## src/rtl/wb_arb_pkg.sv

```systemverilog
// Shared types and constants for the Wishbone bus arbiter.
package wb_arb_pkg;

    // Arbiter FSM states
    typedef enum logic [1:0] {
        IDLE      = 2'd0,
        OWNED     = 2'd1,
        FORCE_ERR = 2'd2
    } arb_state_t;

    // Wishbone cycle type identifiers
    localparam logic [2:0] CTI_CLASSIC = 3'b000;
    localparam logic [2:0] CTI_INCR    = 3'b010;
    localparam logic [2:0] CTI_END     = 3'b111;

    // Bus field widths
    localparam int ADR_W = 30;
    localparam int DAT_W = 32;
    localparam int SEL_W = 4;
    localparam int CTI_W = 3;
    localparam int BTE_W = 2;

endpackage

```

## src/rtl/rr_priority_picker.sv

```systemverilog
// Combinational round-robin picker: searches the request vector starting
// one position after last and wraps around; returns a one-hot winner.
module rr_priority_picker #(
    parameter  int N     = 2,
    localparam int IDX_W = (N > 1) ? $clog2(N) : 1
) (
    input  logic [N-1:0]     req,
    input  logic [IDX_W-1:0] last,
    output logic [N-1:0]     winner,
    output logic             valid
);

    logic [IDX_W-1:0] idx;

    // First requester after last (wrapping) wins; last itself is checked last
    always_comb begin
        winner = '0;
        valid  = 1'b0;
        idx    = '0;
        for (int k = 1; k <= N; k++) begin
            idx = IDX_W'((int'(last) + k) % N);
            if (!valid && req[idx]) begin
                winner[idx] = 1'b1;
                valid       = 1'b1;
            end
        end
    end

endmodule

```

## src/rtl/wishbone_bus_arbiter.sv

```systemverilog
// Round-robin arbiter sharing one Wishbone slave port between NUM_MASTERS
// masters. The grant is held for the whole cyc; a watchdog turns a missing
// ack into a one-cycle forced err so a dead slave cannot hang a master.
//
// Handshake: a master frames its ownership with cyc; a beat is offered while
// stb is high and completes in the cycle the slave returns ack (or err).
// There is no separate ready: ack/err is the acceptance strobe.
module wishbone_bus_arbiter
    import wb_arb_pkg::*;
#(
    parameter int NUM_MASTERS = 2,
    parameter int TIMEOUT     = 1024,
    parameter int CNT_W       = 8
) (
    input  logic                      clk_sys,
    input  logic                      reset_n,
    input  logic [NUM_MASTERS*30-1:0] m_adr,
    input  logic [NUM_MASTERS*32-1:0] m_dat_w,
    input  logic [NUM_MASTERS*4-1:0]  m_sel,
    input  logic [NUM_MASTERS*3-1:0]  m_cti,
    input  logic [NUM_MASTERS*2-1:0]  m_bte,
    input  logic [NUM_MASTERS-1:0]    m_cyc,
    input  logic [NUM_MASTERS-1:0]    m_stb,
    input  logic [NUM_MASTERS-1:0]    m_we,
    output logic [NUM_MASTERS-1:0]    m_ack,
    output logic [NUM_MASTERS-1:0]    m_err,
    output logic [31:0]               m_dat_r,
    output logic [29:0]               s_adr,
    output logic [31:0]               s_dat_w,
    output logic [3:0]                s_sel,
    output logic [2:0]                s_cti,
    output logic [1:0]                s_bte,
    output logic                      s_cyc,
    output logic                      s_stb,
    output logic                      s_we,
    input  logic                      s_ack,
    input  logic                      s_err,
    input  logic [31:0]               s_dat_r,
    output logic [NUM_MASTERS-1:0]    grant,
    output logic [CNT_W-1:0]          timeout_count,
    output logic [1:0]                arb_state
);

    localparam int IDX_W  = (NUM_MASTERS > 1) ? $clog2(NUM_MASTERS) : 1;
    localparam int WDOG_W = $clog2(TIMEOUT);
    localparam logic [WDOG_W-1:0] WDOG_MAX = WDOG_W'(TIMEOUT - 1);

    arb_state_t               state, state_n;
    logic [NUM_MASTERS-1:0]   grant_n;
    logic [IDX_W-1:0]         last_grant, last_grant_n;
    logic [IDX_W-1:0]         g_idx;
    logic [WDOG_W-1:0]        wdog, wdog_n;
    logic [CNT_W-1:0]         timeout_count_n;
    logic [NUM_MASTERS-1:0]   pick_winner;
    logic                     pick_valid;
    logic                     mux_cyc, mux_stb;

    rr_priority_picker #(.N(NUM_MASTERS)) u_picker (
        .req    (m_cyc),
        .last   (last_grant),
        .winner (pick_winner),
        .valid  (pick_valid)
    );

    assign m_dat_r   = s_dat_r;
    assign arb_state = state;

    // Index of the current owner, derived from the one-hot grant
    always_comb begin
        g_idx = '0;
        for (int i = 0; i < NUM_MASTERS; i++) begin
            if (grant[i]) g_idx = IDX_W'(i);
        end
    end

    // State, grant, round-robin pointer, watchdog and event counter
    always_ff @(posedge clk_sys or negedge reset_n) begin
        if (!reset_n) begin
            state         <= IDLE;
            grant         <= '0;
            last_grant    <= IDX_W'(NUM_MASTERS - 1);
            wdog          <= '0;
            timeout_count <= '0;
        end else begin
            state         <= state_n;
            grant         <= grant_n;
            last_grant    <= last_grant_n;
            wdog          <= wdog_n;
            timeout_count <= timeout_count_n;
        end
    end

    // Next-state: arbitrate in IDLE, hold grant while cyc, watchdog in OWNED
    always_comb begin
        state_n         = state;
        grant_n         = grant;
        last_grant_n    = last_grant;
        wdog_n          = wdog;
        timeout_count_n = timeout_count;
        case (state)
            IDLE: begin
                if (pick_valid) begin
                    grant_n = pick_winner;
                    wdog_n  = '0;
                    state_n = OWNED;
                end
            end
            OWNED: begin
                if (!m_cyc[g_idx]) begin
                    last_grant_n = g_idx;
                    grant_n      = '0;
                    state_n      = IDLE;
                end else if (s_ack || s_err) begin
                    // A response on the limit cycle still wins over the timeout
                    wdog_n = '0;
                end else if (s_stb) begin
                    if (wdog == WDOG_MAX) state_n = FORCE_ERR;
                    else                  wdog_n  = wdog + 1'b1;
                end
            end
            FORCE_ERR: begin
                if (timeout_count != '1) timeout_count_n = timeout_count + 1'b1;
                last_grant_n = g_idx;
                grant_n      = '0;
                state_n      = IDLE;
            end
            default: begin
                grant_n = '0;
                state_n = IDLE;
            end
        endcase
    end

    // Slave-side mux of the owner's signals and response routing to the owner
    always_comb begin
        s_adr   = '0;
        s_dat_w = '0;
        s_sel   = '0;
        s_cti   = '0;
        s_bte   = '0;
        s_we    = 1'b0;
        mux_cyc = 1'b0;
        mux_stb = 1'b0;
        for (int i = 0; i < NUM_MASTERS; i++) begin
            if (grant[i]) begin
                s_adr   = m_adr[ADR_W*i +: ADR_W];
                s_dat_w = m_dat_w[DAT_W*i +: DAT_W];
                s_sel   = m_sel[SEL_W*i +: SEL_W];
                s_cti   = m_cti[CTI_W*i +: CTI_W];
                s_bte   = m_bte[BTE_W*i +: BTE_W];
                s_we    = m_we[i];
                mux_cyc = m_cyc[i];
                mux_stb = m_stb[i];
            end
        end
        s_cyc = (state == OWNED) && mux_cyc;
        s_stb = (state == OWNED) && mux_stb;
        m_ack = '0;
        m_err = '0;
        if (state == OWNED) begin
            m_ack = grant & {NUM_MASTERS{s_ack}};
            m_err = grant & {NUM_MASTERS{s_err}};
        end else if (state == FORCE_ERR) begin
            m_err = grant;
        end
    end

endmodule

```

## config.mk

```make
export PLATFORM = sky130hd
export DESIGN_NAME = wishbone_bus_arbiter
export DESIGN_NICKNAME = d
export VERILOG_FILES = /design/src/rtl/wb_arb_pkg.sv /design/src/rtl/rr_priority_picker.sv /design/src/rtl/wishbone_bus_arbiter.sv
export SDC_FILE = /design/constraint.sdc
export NUM_CORES = 1
export LEC_CHECK = 0
export ABC_AREA = 1
export CAP_MARGIN = 30
export CORE_AREA = 2 2 118 120
export DETAILED_ROUTE_END_ITERATION = 7
export DIE_AREA = 0 0 120 122
export SLEW_MARGIN = 20
export SYNTH_ARGS = -nofsm -noshare
export SYNTH_HDL_FRONTEND = slang
export SYNTH_SLANG_ARGS = --single-unit
```

## constraint.sdc

```tcl
create_clock -name clk_sys -period 1.4 [get_ports clk_sys]
set_clock_uncertainty 0.15 [all_clocks]
set_input_delay 0.28 -clock clk_sys [delete_from_list [all_inputs] [get_ports clk_sys]]
set_output_delay 0.28 -clock clk_sys [all_outputs]
set_load 0.02 [all_outputs]
```

# ---- After elaboration in Yosys (flattened, before gate mapping)
# Cells that the tools add are included.
dict set report classes {
  n_addsub 4
  magnitude_cmp 5
  eq_ne 12
  muxes 51
  bitwise_logic 3
  reduce_logical 15
}
# cell count
set ops {}
lappend ops {{32-bit 2-to-1 mux} 2}
lappend ops {{30-bit 2-to-1 mux} 2}
lappend ops {{10-bit 2-to-1 mux} 5}
lappend ops {{2-bit 2-to-1 mux} 14}
lappend ops {{10-bit one-hot mux with 2 select lines} 1}
lappend ops {{1-bit 2-to-1 mux} 18}
lappend ops {{3-bit inequality test, second input constant} 5}
lappend ops {{10-bit by 1-bit adder with 10-bit output, second input constant} 1}
lappend ops {{10-bit equality test, second input constant} 1}
lappend ops {{8-bit by 1-bit adder with 8-bit output, second input constant} 1}
lappend ops {{4-bit 2-to-1 mux} 2}
lappend ops {{8-bit inequality test, second input constant} 1}
lappend ops {{2-bit one-hot mux with 2 select lines} 2}
lappend ops {{1-bit by 2-bit < comparator with 1-bit output, second input constant} 3}
lappend ops {{3-bit 2-to-1 mux} 2}
lappend ops {{2-bit inequality test, second input constant} 3}
lappend ops {{2-bit AND reduction} 3}
lappend ops {{1-bit logical AND} 5}
lappend ops {{5-bit AND reduction} 1}
lappend ops {{2-bit AND} 2}
lappend ops {{4-bit AND reduction} 1}
lappend ops {{2-bit nonzero test} 2}
lappend ops {{1-bit adder, second input constant} 2}
lappend ops {{1-bit demux with 1-bit select} 2}
lappend ops {{other kinds (8)} 9}
dict set report word_totals {
  register_bits 23
  out_inout_bits 122
  word_cells 95
}

# ---- Longest topological paths before layout
# Gate-level depths: netlist of run 1.
dict set report logic_depth {
  depth_word 10
  ltp_mapped 10
}

# ---- By module
# From an unflattened synthesis of run 1, not the netlist that was laid out.
dict set report hier_totals {
  hier_cells 328
  area_unflattened_um2 2413.6
}
# mod n_inst cells_each area_per_inst_um2
set by_module_without_submodules {}
lappend by_module_without_submodules {wishbone_bus_arbiter 1 322 2387.3}
lappend by_module_without_submodules {rr_priority_picker 1 6 26.3}

# ---- Worst setup path after synthesis of run 1
# No wires, ideal clock.
dict set report synth_path {
  path_kind {register to output}
  start {register state[1], in the netlist arb_state[1]}
  end {output port m_ack[0]}
  arrival_ns 1.417
  required_time_ns 0.970
  slack_ns -0.447
  path_stages_with_launch 5
  cell_sequence {dfrtp_1 -> inv_1 -> ha_1 -> inv_1 -> nor3_1}
}
dict set report synth_between {
  elab_chain_len 2
}
# element line
set synth_rtl {}
lappend synth_rtl {{start, declared} wishbone_bus_arbiter.sv:48} ;# arb_state_t state, state_n;
lappend synth_rtl {{start signal, assigned} wishbone_bus_arbiter.sv:85} ;# state <= state_n;
lappend synth_rtl {{2-bit by 1-bit equality test with 1-bit output} wishbone_bus_arbiter.sv:160} ;# if (state == OWNED) begin
lappend synth_rtl {{2-bit 2-to-1 mux} wishbone_bus_arbiter.sv:160}
lappend synth_rtl {{end, declared} wishbone_bus_arbiter.sv:25} ;# output logic [NUM_MASTERS-1:0] m_ack,
# Every way passes these cells.

# ---- Worst setup path after layout of run 1
dict set report layout_path {
  start {register grant[1]}
  end {output port s_dat_w[21]}
}
dict set report layout_between {
  elab_chain_len 1
}
# element line
set layout_rtl {}
lappend layout_rtl {{start, declared} wishbone_bus_arbiter.sv:39} ;# output logic [NUM_MASTERS-1:0] grant,
lappend layout_rtl {{start signal, assigned} wishbone_bus_arbiter.sv:86} ;# grant <= grant_n;
lappend layout_rtl {{32-bit 2-to-1 mux} wishbone_bus_arbiter.sv:145} ;# if (grant[i]) begin
lappend layout_rtl {{end, declared} wishbone_bus_arbiter.sv:29} ;# output logic [31:0] s_dat_w,
# Every way passes these cells.

==> results.cfg, run 1 <==
[synth]
syn_nets = 505
syn_area_mm2 = 0.00247
synth.distinct_cells = 32
synth_top_family_by_area = compound AO/OA/AOI/OAI gates
synth_compound_area_frac = 0.302
avgSynthCellArea_um2 = 7.83
yosys_warnings = 0
synth_xor_xnor_area_share = 0.0248
synth-simple-area-share = 0.243
synth-adder-area-share = 0.0253
synth-seq-cells = 23
syn_inst = 316
synth_mux_area_frac = 0
ys_seq_area_frac = 0.233

[routing]
viasPerCell = 4.53
route.detailed.wl_per_inst_um = 20.7
wl_mm = 16.3
drtIter0Drc = 151
route.detailed.drc = 0
ant_nets = 0
first_pass_iters = 4
vias = 3575

[clock_tree]
clk_latency_ps = 270
cts.sinks = 23
cts_buffers = 3
ctsLongestPathBuffers = 2
cts_tree = built
path_clk_slew_ps = 70
root_buffer = clkbuf_16
htree_levels = 1
ctsHoldBuffers = 0

[setup_path]
r2r_start = grant[1]
critPathLaunch = grant[1]
cp_data_arrival_time_ps = 1590
endpoint = s_dat_w[21]
start_kind = flip-flop
critPathRequiredTime_ps = 970
critical_path_class = flip-flop to output port
crit_path_end_kind = output port
r2r_setup_slack_ps = -470
reg2regPathDepth = 11
reg2reg_to = wdog[6]
worst-path-max-fanout = 10

[sta]
final.setup.worst_slack_ps = -619
hold_violations = 0
setup_viol = 104
worstMarginPinSlew_ps = 251
rsz0062_at_grt = yes
timing.final.crit_share = 1.44
relSlewSlack = 0.832
slew_violations = 0
fin_setup_tns_ps = -51050
min_period_ps = 2020
fmax_ghz = 0.495

[floorplanning]
initial_core_util = 0.183
die_w_um = 120
num_io_pins = 306
die_y_um = 122
dieArea_mm2 = 0.0146
core-area_mm2 = 0.0135
rows = 43

[layout]
drive_above_1_share = 0.558
final_cell_mix = 151 x clkdlybuf4s50_1, 77 x buf_6, 55 x buf_4
nets = 799
syn_to_final_growth_pct = 191
post-route-cell-area_mm2 = 0.00720
finalNonFillerCells = 789
diodes = 0
layout_commonest_cell = clkdlybuf4s50_1
utilization = 0.533

[placed_design]
placed_area_mm2 = 0.00593
gp_congestion = 0.890
port_buffers = 241
placed_cells = 746
hpwl_mm = 12.3
dp_slack_ps = -934

[global_routing]
grt_pass1_wl_mm = 22.8
grt_use_total = 0.208
overflow = 0
grt_max_degree = 24
grt_pass1_vias = 3743
antenna_found_initial = 1

[power]
ir_drop_v = 0.000836
powerDensity_mw_per_mm2 = 1970
p_leak_nw = 3.24

[run_status]
status = finished, violations left
violations = setup timing

[hold_path]
hp-class = input pin to async pin

[job]
maxCapViolCount = 0
[critical path, stage by stage, from the launching register on]
cell and delay [ps]:
dfrtp_4 470, inv_4 50, nand2_4 70, inv_8 60
buf_12 140, buf_12 140, a22o_4 240, buf_12 140
[how the worst min path moves through the flow]
stage	start	endpoint	slack, ps	depth (start not counted)
3_3_place_gp	last_grant	last_grant	360	2
6_report	reset_n	timeout_count[0]	230	2
2_1_floorplan	reset_n	arb_state[0]	-170	0
5_1_grt	reset_n	timeout_count[3]	260	2
4_1_cts	reset_n	wdog[3]	260	2
3_5_place_dp	timeout_count[0]	timeout_count[0]	370	1
[power by group]
part | internal [W] | switching, W
clock network | 0.000386 | 0.000281
logic | 0.00691 | 0.00572
registers | 0.000768 | 0.000103
[sequential cells by signal, summed over array words and instances, names as in the netlist]
register,flops
grant,2
timeout_count,8
wdog,10
last_grant,1
arb_state,2
[final cells by class]
type,count,area (um2)
Clock buffer,3,75.1
Clock inverter,1,5.00
Fill cell,1170,6310
Inverter,22,108
Multi-Input combinational cell,222,2400
Sequential cell,23,588
Tap cell,180,225
Timing Repair Buffer,338,3800
[Yosys cell counts]
library cell | instances | area share
a21oi_1 | 8 | 0.016
a22o_1 | 72 | 0.25
a31oi_1 | 1 | 0.0025
buf_2 | 7 | 0.014
buf_4 | 34 | 0.10
buf_6 | 1 | 0.0045
buf_8 | 1 | 0.0061
clkbuf_1 | 7 | 0.011
clkinv_1 | 1 | 0.0015
dfrtp_1 | 22 | 0.22
dfstp_2 | 1 | 0.011
ha_1 | 5 | 0.025
inv_1 | 17 | 0.026
inv_2 | 4 | 0.0061
nand2_1 | 53 | 0.080
nand2_2 | 6 | 0.015
nand2_4 | 2 | 0.0091
nand3_1 | 11 | 0.022
nand3_2 | 12 | 0.049
nand4_2 | 1 | 0.0051
nor2_1 | 23 | 0.035
nor2_2 | 1 | 0.0025
nor2_4 | 3 | 0.014
nor3_1 | 3 | 0.0061
nor3b_2 | 1 | 0.0051
o2111ai_1 | 1 | 0.0035
o21a_1 | 2 | 0.0061
o21ai_0 | 4 | 0.0081
o21ai_1 | 4 | 0.0081
o21bai_1 | 1 | 0.0030
xnor2_1 | 3 | 0.011
xor2_1 | 4 | 0.014
[routing by layer]
metal | vias up | track usage | routed length (um)
met5 | - | 0 | 13
met4 | 2 | 0.0235 | 144
met3 | 17 | 0.121 | 2280
met2 | 185 | 0.316 | 7260
met1 | 1688 | 0.264 | 6630
li1 | 1683 | - | -
[stage by stage]
stage / power [W] / hold slack, ps
CTS: 0.0137 / 259
finish: 0.0142 / 229
global placement: 0.0104 / 365
floorplan: 0.00571 / -166
global route: 0.0147 / 256
detailed placement: 0.0104 / 366
[what timing repair did]
action,in CTS,in global routing
endpoints found under the setup margin,113,112
setup buffers,25,11
cloned,8,1
pin swaps,28,15
gates resized for setup,500,42
[kinds of logic after synthesis]
logic type | count (synthesis)
adders and majority gates | 5
buffers and inverters | 72
xor gates and xnor gates | 7
and+or+nand+nor | 116
AOI/OAI and AO/OA | 93
DFF | 23
Power figures use the tool's default switching activity.
==> run 2: changes to the inputs <==
Clock period 1.4 ns to 2.25 ns, I/O delays scaled along.
==> run 2 against run 1 <==
  * The flow now finishes without violations
  * Hold slack improved by 120 ps
  * Flip-flop and latch count did not move
  * Non-clock buffer count fell by 72
  * Critical path depth fell by 1
  * Critical path type unchanged
  * Largest power group unchanged
==> results.cfg, run 2 (synthesis results as in run 1) <==
[placed_design]
port_buffers = 241
dp_slack_ps = -397
placed_cells = 712
gp_congestion = 0.899
hpwl_mm = 10.6

[sta]
final.setup.worst_slack_ps = 11.5
relSlewSlack = 0.782
min_period_ps = 2240
fmax_ghz = 0.447
slew_violations = 0
worstMarginPinSlew_ps = 328
rsz0062_at_grt = yes
hold_violations = 0
hold_ws_ps = 346
setup_viol = 0
timing.final.crit_share = 0.995

[run_status]
status = complete, no violations

[clock_tree]
postCtsSetupRepairBufs = 0
htree_levels = 1
ctsLongestPathBuffers = 2
cts_buffers = 3
root_buffer = clkbuf_16
cts_tree = built
cts.sinks = 23
clk_latency_ps = 260
path_clk_slew_ps = 70

[job]
maxCapViolCount = 0

[setup_path]
critical_path_class = flip-flop to output port
crit_path_end_kind = output port
critPathRequiredTime_ps = 1650
start_kind = flip-flop
endpoint = s_adr[18]
r2r_start = arb_state[0]
critPathLaunch = grant[1]
r2r_setup_slack_ps = 310
reg2regPathDepth = 8
worst-path-max-fanout = 41
reg2reg_to = wdog[2]
cp_data_arrival_time_ps = 1640

[floorplanning]
initial_core_util = 0.183
num_io_pins = 306
rows = 43
core-area_mm2 = 0.0135
die_y_um = 122
die_w_um = 120
dieArea_mm2 = 0.0146

[routing]
drtIter0Drc = 104
ant_nets = 0
first_pass_iters = 4
viasPerCell = 4.48
route.detailed.wl_per_inst_um = 18.1
vias = 3208
wl_mm = 13.0
route.detailed.drc = 0

[global_routing]
grt_pass1_vias = 3158
grt_max_degree = 42
overflow = 0
grt_pass1_wl_mm = 18.3
antenna_found_initial = 0
grt_use_total = 0.163

[power]
ir_drop_v = 0.000283
powerDensity_mw_per_mm2 = 1050
switching_share = 0.513
combPwrFrac = 0.822
p_leak_nw = 2.22
clkPwrFrac = 0.078
internal_power_w = 0.00250
pwr-share-seq = 0.100
switching_power_w = 0.00263

[hold_path]
hold_path.startpoint = timeout_count[6]
hp-class = flip-flop to flip-flop

[layout]
diodes = 0
top_register = wdog
finalNonFillerCells = 716
drive_above_1_share = 0.239
nets = 726
syn_to_final_growth_pct = 98.3
final_cell_mix = 162 x clkdlybuf4s50_1, 72 x a22o_1, 53 x nand2_1
layout_commonest_cell = clkdlybuf4s50_1
biggestRegsByFlops = wdog: 10 flops, timeout_count: 8 flops
largest_reg_flops = 10
[run 2: worst max-delay path, stage by stage, from the launching register on]
cell,delay (ps)
dfrtp_2,410
inv_1,70
nand2_1,80
inv_2,90
buf_12,210
a22o_1,210
clkdlybuf4s15_2,280
[run 2: how the worst min path moves through the flow]
stage                  endpoint  slack [ps]  depth (start not counted)
6_report       timeout_count[6]         350                          1
5_1_grt        timeout_count[6]         370                          1
4_1_cts        timeout_count[6]         350                          1
3_5_place_dp            wdog[9]         340                          2
3_3_place_gp            wdog[9]         340                          2
2_1_floorplan      arb_state[0]           4                          0
[run 2: routing by layer]
layer,GRT usage,vias up,part of all wire
met4,0.0331,0,0.013
met3,0.0496,10,0.090
met1,0.203,1526,0.41
li1,-,1524,-
met5,0,-,0
met2,0.280,148,0.48
[run 2: layout make-up]
type,instances,area (um2)
Fill cell,1379,8600
Clock inverter,1,7.51
Timing Repair Buffer,266,2450
Inverter,22,82.6
Tap cell,180,225
Clock buffer,3,75.1
Sequential cell,23,578
Multi-Input combinational cell,221,1490
[run 2: power by group through the flow]
stage | registers, W | clock network (W) | logic [W]
after detailed placement | 0.000516 | 0 | 0.00463
final | 0.000513 | 0.000398 | 0.00422
after global placement | 0.000514 | 0 | 0.00463
after CTS | 0.000509 | 0.000412 | 0.00440
after global routing | 0.000523 | 0.000426 | 0.00446
after floorplan | 0.000538 | 0 | 0.00236
[run 2: repair_timing]
| item | 4_1_cts | 5_1_grt |
|---|---|---|
| hold buffers | 0 | 0 |
| pin swaps | 0 | 2 |
| endpoints found under the setup margin | 77 | 76 |
| gates resized for setup | 144 | 72 |
[run 2: metrics by stage]
step	power, W	TNS [ps]	cell area [um2]	util
after floorplan	0.00290	0	2470	-
after global placement	0.00514	-3580	5030	0.373
after detailed placement	0.00515	-3680	5030	0.373
after CTS	0.00533	-19.8	5130	0.380
after global routing	0.00541	-1820	4910	0.363
final	0.00513	0	4910	0.363
==> run 3: changes to the inputs <==
Settings changed: ABC_AREA 1 to default, CORE_AREA 2 2 118 120 to 2 2 120 122, DIE_AREA 0 0 120 122 to 0 0 122 124.
==> run 3 against run 2 <==
  * The run now ends with setup timing left
  * Setup slack worse by 220 ps
  * Combinational power up 3%
  * Count of clock-buffer cells in the layout unchanged
  * Power up 2.2%
  * Synthesized area down 5.2%
  * Clock power about the same
  * Hold slack better by 1.4 ps
  * Cell count down 4.9%
  * Via count down 3.1%
  * Wire length up 14%
  * Sequential share of layout area down 0.64 points
  * Highest routed layer unchanged
==> results.cfg, run 3 <==
[run_status]
status = finished, violations left
violations = setup timing

[synth]
synth-seq-cells = 23
syn_inst = 267
yosys_warnings = 0
ys_top_cells_by_count = 72 x a22o_1, 33 x buf_4, 22 x dfrtp_1
synth_edf_count = 0
syn_nets = 456
synthDominantCellAreaShare = 0.269
ys_seq_area_frac = 0.246
synth_most_common_cell = a22o_1
async_flop_share = 1.00
synth.distinct_cells = 50
synth.area.top_cells = a22o_1 27%, dfrtp_1 23%, buf_4 11%, ha_1 2.7%, clkbuf_1 2.4%
avgSynthCellArea_um2 = 8.79
dominantRegCellSynth = dfrtp_1
syn_area_mm2 = 0.00235
yosys.area.top_type = a22o_1

[setup_path]
cp_slowest_cell = clkdlybuf4s50_1
crit_buf_inv = 2
critPathRequiredTime_ps = 1650
critical_path_class = flip-flop to output port
r2r_start = grant[1]
worst-path-max-fanout = 40
reg2regPathDepth = 8
crit_path_end_kind = output port
max_stage_delay_ps = 630
reg2reg_to = arb_state[0]
r2r_setup_slack_ps = 90
start_kind = flip-flop
path_delay_family = buffers and inverters
crit_chain = buf_8 > a22o_1 > clkdlybuf4s50_1
cp_data_arrival_time_ps = 1860

[global_routing]
grt_use_total = 0.173
grt_pass1_vias = 3161
antenna_found_initial = 0
grt_pass1_wl_mm = 19.5
overflow = 0
grt_max_degree = 41

[clock_tree]
cts.sinks = 23
path_clk_slew_ps = 70
root_buffer = clkbuf_16
htree_levels = 1
ctsHoldBuffers = 0
cts_tree = built
cts_buffers = 3
clk_latency_ps = 260
ctsLongestPathBuffers = 2

[sta]
relSlewSlack = 0.737
timing.final.crit_share = 1.09
hold_ws_ps = 348
fmax_ghz = 0.407
final.setup.worst_slack_ps = -208
min_period_ps = 2460
worstMarginPinSlew_ps = 391
setup_viol = 13
rsz0062_at_grt = yes
slew_violations = 0
hold_violations = 0

[layout]
diodes = 0
final_cell_mix = 163 x clkdlybuf4s50_1, 59 x a22o_1, 38 x buf_4
nets = 691
post-route-cell-area_mm2 = 0.00519
biggestRegsByFlops = wdog: 10 flops, timeout_count: 8 flops
layout_commonest_cell = clkdlybuf4s50_1
drive_above_1_share = 0.287
utilization = 0.378
top_register = wdog
largest_reg_flops = 10
syn_to_final_growth_pct = 121

[routing]
vias = 3110
wl_mm = 14.8
viasPerCell = 4.57
first_pass_iters = 4
route.detailed.drc = 0
ant_nets = 0
route.detailed.wl_per_inst_um = 21.7
drtIter0Drc = 110

[placed_design]
hpwl_mm = 11.9
port_buffers = 241
gp_congestion = 0.795
placed_area_mm2 = 0.00503
dp_slack_ps = -336

[power]
ir_drop_v = 0.000420
powerDensity_mw_per_mm2 = 1010
power.total_w = 0.00524
p_leak_nw = 2.33

[hold_path]
hp-class = flip-flop to flip-flop
hold_path_depth = 1
hold_end = wdog[8]
hold_path.startpoint = wdog[8]

[floorplanning]
die_y_um = 124
dieArea_mm2 = 0.0151
die_w_um = 122
rows = 43
num_io_pins = 306
initial_core_util = 0.171
core-area_mm2 = 0.0137

[job]
maxCapViolCount = 0
[run 3: cell count changes after synthesis, sizes merged, moves of 5 or more]
cell    before  now
a31oi        1    6
nand3       23    7
inv         21    9
nor2        27    5
nand2       61   12
clkbuf       7   15
buf         43   38
and3         0    5
[run 3: cell type report]
| cell class | instances | area, um2 |
|---|---|---|
| fillers | 1421 | 8530 |
| clock inverters | 1 | 5.00 |
| flip-flops and latches | 23 | 578 |
| multi-input cells | 182 | 1520 |
| well taps | 180 | 225 |
| inverters | 9 | 33.8 |
| repair buffers | 283 | 2750 |
| clock buffers | 3 | 75.1 |
[run 3: worst register-to-register path, stage by stage (launching register included)]
cell and delay (ps):
dfrtp_2 450, buf_4 160, buf_8 150, nand3b_1 190, buf_4 160, a2111oi_2 370, buf_4 190, o21ai_0 80
a21boi_1 140
[run 3: cells by family (layout without fill, tap and decap cells)]
group           count (synthesis)  after routing  share of synthesized area
flops                          23             23                      0.246
simple gates                   52             52                      0.127
xor+xnor                        7              7                     0.0261
buf+inv                        62            296                      0.159
fa+ha+maj                       5              5                     0.0267
mux                             5              5                     0.0224
compound gates                113            113                      0.392
[run 3: what timing repair did]
action / CTS / global route
gates cloned: 1 / 3
resized for setup: 161 / 70
endpoints found under the setup margin: 73 / 53
buffers inserted: 1 / 5
[run 3: worst max-delay path by stage]
stage / start / to / slack [ps] / cells after the start
after floorplan: grant[1] / s_cyc / 180 / 5
after global placement: m_cyc[0] / s_cyc / -310 / 5
after detailed placement: m_cyc[1] / s_cyc / -340 / 5
after CTS: grant[1] / s_sel[3] / -240 / 3
after global routing: grant[1] / s_sel[3] / -230 / 3
final: grant[1] / s_sel[3] / -210 / 3
[run 3: per-stage QoR]
stage                     std cells  TNS, ps
after global placement          667    -2770
after floorplan                 267        0
final                           681     -676
after global routing            681    -1580
after detailed placement        667    -2790
after CTS                       673     -703
[run 3: report_power, final]
group | leakage (nW) | switching, W | internal, W
Clock | 0.0409 | 0.000158 | 0.000239
Sequential | 0.312 | 0.0000417 | 0.000458
Combinational | 1.98 | 0.00224 | 0.00211
[run 3: per-layer routing]
metal  GRT usage  wire length [um]  share of wire  vias up
met3       0.101              2100           0.14        6
met2       0.273              6870           0.46      165
li1            -                 -              -     1459
met5           0                 0              0        -
met4      0.0151                33         0.0022        0
met1       0.212              5790           0.39     1480
